<file path="src/rtl/rot_amt_finder32.sv">
// Sequential inverse of the 32-bit rotator: finds the smallest right rotation k
// with rotr(a,k)==y and reports it in rotator encoding (lr=1 left, lr=0 right).
//
// Handshake: a request is accepted on a rising edge where start=1 and busy=0.
// busy then stays high until done. done pulses for exactly one cycle, and
// found/amt/lr are valid from done until the next accepted start.
module rot_amt_finder32 #(
  parameter int W = 32
) (
  input  logic         clk,
  input  logic         reset_n,
  input  logic         start,
  input  logic [W-1:0] a,
  input  logic [W-1:0] y,
  output logic         busy,
  output logic         done,
  output logic         found,
  output logic [4:0]   amt,
  output logic         lr
);

  typedef enum logic [1:0] {S_IDLE, S_SEARCH, S_DONE} state_t;

  state_t       state;
  state_t       state_next;
  logic [W-1:0] cur;
  logic [W-1:0] y_reg;
  logic [4:0]   cnt;
  logic         match;
  logic         last;
  logic [5:0]   neg_k;

  assign match = (cur == y_reg);
  assign last  = (cnt == 5'd31);
  // Left amount for k>16 is 32-k, which always fits in 5 bits (1..15).
  assign neg_k = 6'd32 - {1'b0, cnt};

  // State register
  always_ff @(posedge clk or negedge reset_n) begin
    if (!reset_n) state <= S_IDLE;
    else          state <= state_next;
  end

  // Next-state logic
  always_comb begin
    state_next = state;
    case (state)
      S_IDLE:   if (start) state_next = S_SEARCH;
      S_SEARCH: if (match || last) state_next = S_DONE;
      S_DONE:   state_next = S_IDLE;
      default:  state_next = S_IDLE;
    endcase
  end

  // Output logic
  always_comb begin
    busy = 1'b0;
    done = 1'b0;
    case (state)
      S_SEARCH: busy = 1'b1;
      S_DONE: begin
        busy = 1'b1;
        done = 1'b1;
      end
      default: ;
    endcase
  end

  // Search datapath: one compare per edge, rotating the captured word right by one.
  always_ff @(posedge clk or negedge reset_n) begin
    if (!reset_n) begin
      cur   <= '0;
      y_reg <= '0;
      cnt   <= '0;
      found <= 1'b0;
      amt   <= '0;
      lr    <= 1'b0;
    end else begin
      case (state)
        S_IDLE: begin
          if (start) begin
            cur   <= a;
            y_reg <= y;
            cnt   <= '0;
            found <= 1'b0;
            amt   <= '0;
            lr    <= 1'b0;
          end
        end
        S_SEARCH: begin
          if (match) begin
            found <= 1'b1;
            if (cnt <= 5'd16) begin
              lr  <= 1'b0;
              amt <= cnt;
            end else begin
              lr  <= 1'b1;
              amt <= neg_k[4:0];
            end
          end else if (last) begin
            found <= 1'b0;
            amt   <= '0;
            lr    <= 1'b0;
          end else begin
            cur <= {cur[0], cur[W-1:1]};
            cnt <= cnt + 5'd1;
          end
        end
        default: ;
      endcase
    end
  end

endmodule
</file>
<file path="config.mk">
export PLATFORM = sky130hd
export DESIGN_NAME = rot_amt_finder32
export DESIGN_NICKNAME = d
export VERILOG_FILES = /design/src/rtl/rot_amt_finder32.sv
export SDC_FILE = /design/constraint.sdc
export NUM_CORES = 1
export LEC_CHECK = 0
export CORE_MARGIN = 10
export CORE_UTILIZATION = 50
export DETAILED_ROUTE_END_ITERATION = 6
export GPL_ROUTABILITY_DRIVEN = 1
export GPL_TIMING_DRIVEN = 0
export PLACE_DENSITY_LB_ADDON = 0.1
export SYNTH_ARGS = -nofsm -noshare
export SYNTH_HDL_FRONTEND = slang
export SYNTH_SLANG_ARGS = --single-unit
</file>
<file path="constraint.sdc">
create_clock -name clk -period 2.5 [get_ports clk]
set_clock_uncertainty 0.05 [all_clocks]
set_input_delay 0.625 -clock clk [delete_from_list [all_inputs] [get_ports clk]]
set_output_delay 0.625 -clock clk [all_outputs]
set_load 0.05 [all_outputs]
</file>
======== Word-level counts from Yosys, hierarchy flattened ========
Index checks and enable logic that the tools add are counted.
word-level totals
  register bits ........................... 78
  bits in latches ......................... 0
  memory bits (writable) .................. 0
  memory bits (read-only) ................. 0
  input port bits ......................... 67
  output and inout bits ................... 9
  logic and storage cells ................. 51
  memories kept ........................... 0
operators by class
  $add $sub $neg .......................... 2
  multiply operators ...................... 0
  divide/modulo/power cells ............... 0
  $lt $le $gt $ge ......................... 1
  equality and inequality tests ........... 9
  shift operators ......................... 0
  mux-type cells .......................... 24
  bitwise operators ....................... 0
  reductions and logical operators ........ 8
operator list
  kind                                                    number
  two-way mux 32 bit                                      3
  case mux 32 bit (2 select lines)                        1
  equality test 32 bit                                    1
  two-way mux 5 bit                                       6
  case mux 5 bit (2 select lines)                         2
  != test 2 bit (second input constant)                   4
  two-way mux 1 bit                                       7
  adder 5 x 1 -> 5 bit (second input constant)            1
  equality test 5 bit (second input constant)             1
  less-or-equal comparator 5 bit (second input constant)  1
  subtractor 1 x 5 -> 5 bit (first input constant)        1
  two-way mux 2 bit                                       2
  case mux 1 bit (2 select lines)                         2
  case mux 2 bit (2 select lines)                         1
  AND reduction 2 bit                                     2
  AND reduction 4 bit                                     1
  != test 3 bit (second input constant)                   1
  AND reduction 3 bit                                     1
  equality test 2 x 1 -> 1 bit (second input constant)    1
  equality test 2 bit (second input constant)             1
  logical NOT 2 bit                                       1
  nonzero test 2 bit                                      1
  OR reduction 2 bit                                      1
  logical OR 1 bit                                        1

======== Depth between registers and ports, before layout ========
  depth in word-level cells ............... 4
  gate-level depth with buffers ........... 8
  gate-level depth less buffers ........... 7

======== Worst setup path before layout ========
Ideal clock, no wire load.
  path kind ............................... register -> register
  start point ............................. reg state[0]
  end point ............................... reg cur[10]
  setup time .............................. 0.125 ns
  arrival ................................. 2.072 ns
  required time ........................... 2.325 ns
  setup slack ............................. 0.253 ns
  stages on the path, launching flop included .. 8
  buffers on the path ..................... 1
  period minus slack after synthesis ...... 2.247 ns
  cell sequence ........................... dfrtp_1 -> inv_1 -> ha_1 -> nand2_1 -> nor2_1 -> clkbuf_1 -> mux2_2 -> mux2_4
between the ends
  longest elaborated chain between the ends .. 3
  elaborated cells on any way between the ends .. 8
  those cells by class .................... 4 x eq/ne; 1 x mux; 3 x reduce/logical
RTL lines
  what                                                                      RTL line  text
  start: declaration                                                        24        state_t state;
  start signal: assignment                                                  41        else state <= state_next;
  equality test 2 x 1 -> 1 bit / logical NOT 2 bit (equally long branches)  79        case (state)
  != test 2 bit (no line) / nonzero test 2 bit (equally long branches)      --
  AND reduction 4 bit (no line)                                             --
  end signal: assignment                                                    105       cur <= {cur[0], cur[W-1:1]};
  end: declaration                                                          26        logic [W-1:0] cur;
Parallel ways exist; a longest one is shown, timed or not.
A chain may end at the register's enable or synchronous reset.

======== Worst setup path in the final report ========
  start point ............................. reg y_reg[20]
  end point ............................... reg cur[27]
between the ends
  longest elaborated chain between the ends .. 3
RTL lines
  what                           RTL line  text
  start: declaration             27        logic [W-1:0] y_reg;
  start signal: assignment       83        y_reg <= y;
  equality test 32 bit           33        assign match = (cur == y_reg);
  != test 2 bit (no line)        --
  AND reduction 4 bit (no line)  --
No other way between the ends.

==> flow_summary.rst <==
.. list-table::
   :header-rows: 1

   * - Metric
     - Value
   * - Final Hold Violating Endpoints
     - 0
   * - Signed area change from the synthesized netlist to the final layout
     - 27.2%
   * - Final WL
     - 9.23 mm
   * - Finished Core Util
     - about 66%
   * - DRT iter0 DRCs
     - 76
   * - Post-placement cell count
     - 490
   * - Number of buffers inserted to repair setup after CTS
     - 0
   * - Number of global-route vias before repair
     - 2958
   * - CTS Root Buffer Type
     - clkbuf_8
   * - Net count of the mapped netlist
     - 385
   * - TritonCTS sink count
     - 78
   * - Primary FF master, synth
     - dfrtp_1
   * - Pwr/cell area
     - 1170 nW/µm²
   * - Vertical extent of the die
     - 111 µm
   * - Fraction of registers with async set or reset after synthesis
     - 100%
   * - Number of antenna violations at the first check in global routing
     - 0
   * - Number of buffers created by CTS
     - 9
   * - Relative slew slack
     - 59.7%
   * - Post-Synthesis Cell Area
     - 4100 µm²
   * - Number of antenna repair diodes
     - 0
   * - R2r worst-path depth
     - 8
   * - Outcome
     - finished clean
   * - Leak
     - 2.16 nW
   * - Syn_area_per_cell
     - 13.1 µm²
   * - Worst voltage drop across the vdd grid
     - 0.584 mV
   * - Starting density of the core
     - 52.2%
   * - Final period utilization
     - 96.1%
   * - Count of filler cells inserted in the layout
     - about 630
   * - Number of buffers on the longest clock path
     - 2
   * - Die ar.
     - about 12000 µm²
   * - Startpoint-to-endpoint class of the critical path
     - flip-flop to flip-flop
   * - Number of remaining DRC errors
     - 0
   * - Main area contributors after synthesis
     - dfrtp_1 (48%), mux2_2 (18%), mux2_4 (9.5%)
   * - HPWL after detailed placement
     - roughly 7 mm
   * - Storage cell area
     - 1950 µm²
   * - First-pass GRT wire length
     - 15.5 mm
   * - Number of max-slew violations in the final report
     - 0
   * - Row count
     - 32
   * - Kind of path behind the tightest hold check
     - input pin to asynchronous set/reset pin
   * - Reported max-cap violation count
     - 0
   * - Number of port buffers
     - 75
   * - Pin count of the biggest net entering global routing
     - 68
   * - Min Tclk post-route
     - 2.40 ns
   * - Multi-input gate area
     - 2040 µm²
   * - Number of storage elements in the synthesis netlist
     - 78
   * - WL per Instance
     - around 18 µm
   * - TritonCTS clock tree
     - built
   * - Worst EP arrival
     - 2.59 ns
   * - Number of nets at the end of the flow
     - 472
   * - Placer congestion estimate
     - a little under 0.8
   * - Cell type with the largest total area after synthesis
     - dfrtp_1
   * - Count of antenna-violating nets left after detailed routing
     - 0
   * - Worst-margin pin slew
     - roughly 0.60 ns
   * - CTS HTree Levels
     - 3
   * - DR vias
     - 2712
   * - Total core area
     - 7850 µm²
   * - Later-pin clock latency in the skew report
     - around 0.35 ns
   * - Router iterations before antenna repair
     - 4
   * - Share of post-route cells with drive strength above 1
     - a little under a third
   * - Ys Warns
     - 0
   * - Critical Path Sink Type
     - flip-flop
   * - Total congestion overflow after global routing
     - 0
   * - Share of synthesized area occupied by flip-flops and latches
     - 47.6%
   * - EDFF count, synth
     - 0
   * - Total track usage
     - between 10% and 20%
   * - Required time reported for the critical path endpoint
     - around 2.7 ns
   * - Fmax achieved
     - 0.416 GHz
   * - Setup-failing EPs final
     - 0
   * - Layout Cells excl Fill
     - 506
   * - Clock-pin slew on the worst setup and hold paths
     - 0.08 ns
   * - Critical path fanouts, max
     - 10
   * - Vias per cell
     - 5.36
   * - Mapped Cells
     - 312
   * - I/O Pins
     - 76
   * - Critical path launch point type
     - flip-flop
   * - Unrepaired setup endpoints after global routing
     - false
   * - Horizontal die dimension
     - between 100 and 150 µm
   * - Count of cell types in the netlist
     - 40
   * - Area fraction of the dominant cell type after synthesis
     - 47.6%
   * - Worst hold-check slack
     - 0.0661 ns
-- stage by stage --
stage / power [W] / setup TNS [ns] / worst slack [ns] / instance area [µm²]
floorplan: 0.00453 / 0 / 0.253 / 4100
global placement: 0.00519 / -183.61 / -2.11 / 4980
detailed placement: 0.00528 / -18.49 / -0.617 / 5000
CTS: 0.00615 / 0 / 0.0732 / 5190
global route: 0.00651 / 0 / 0.0122 / 5210
finish: 0.00611 / 0 / 0.0966 / 5210
-- repair_timing --
action                                  in CTS  in global routing
cloned                                       0                  0
gates resized for setup                      9                  9
hold buffers                                 0                  0
endpoints found under the setup margin      31                 28
-- path summary, 6_finish.rpt --
kind | from | endpoint | slack (ns)
worst max-delay path | y_reg[20] | cur[27] | 0.1
worst min-delay path | reset_n | state[0] | 0.07
worst max register to register | y_reg[20] | cur[27] | 0.1
worst min register to register | amt[1] | amt[1] | 0.44
max in group asynchronous | reset_n | y_reg[23] | 1.76
min in group clk | amt[1] | amt[1] | 0.44
-- layer usage --
| metal | up-vias | global-route usage [%] | routed length (µm) |
|---|---|---|---|
| li1 | 1287 | - | - |
| met1 | 1343 | 19.7 | 4260 |
| met2 | 72 | 24.7 | 4400 |
| met3 | 10 | 5.02 | 492 |
| met4 | 0 | 2.85 | 75 |
| met5 | - | 0 | 0 |
-- cells in the final DEF, fill, tap and decap left out, drive strengths merged, types with 8 or more instances in the layout --
cell type,n
xnor2,33
inv,8
mux2,91
nand4,8
nand2,13
clkbuf,20
clkdlybuf4s50,72
dfrtp,78
nor2,10
-- power by group --
part,switching (W),internal (W)
Clock,0.000457,0.000384
Combinational,0.00119,0.00173
Sequential,0.000507,0.00185
-- Yosys cell counts, types with 2 or more instances --
cell type	number
clkbuf_1	10
a221oi_1	2
xnor2_1	33
nor2_1	10
and3_1	2
nand2_1	13
and2_1	2
a32o_1	3
mux2i_1	3
inv_1	8
buf_12	2
dfrtp_1	78
nand3_1	6
nor2b_1	4
ha_1	6
mux2_4	26
o21ai_0	6
mux2_2	65
nor3_1	2
nand4_1	8
o311ai_0	3
o211ai_1	2
-- area by class of cell --
class                           instances  share of cell area, %
Clock buffer                           10                   2.64
Inverter                                8                  0.576
Clock inverter                          6                  0.720
Buffer                                 14                   2.21
Tap cell                              102                   2.45
Sequential cell                        78                   37.4
Multi-Input combinational cell        212                   39.1
Timing Repair Buffer                   76                   14.8
-- worst max-delay path, stage by stage, from the launching register on --
cell and delay [ns]:
dfrtp_1 0.40, xnor2_1 0.25, nand4_1 0.22, nor4_4 0.42, a21oi_4 0.13, and3_1 0.21, buf_6 0.15, buf_8 0.15
mux2_4 0.30
-- cell families after synthesis --
family                     Yosys count  share of synthesized area [%]
AOI/OAI and AO/OA                   25                           4.76
xor gates and xnor gates            34                           7.27
adders and majority gates            6                           1.83
buffers and inverters               22                           3.27
DFF                                 78                           47.6
muxes                               94                           28.1
and+or+nand+nor                     53                           7.11
No activity file was read; power rests on OpenSTA's default activity.
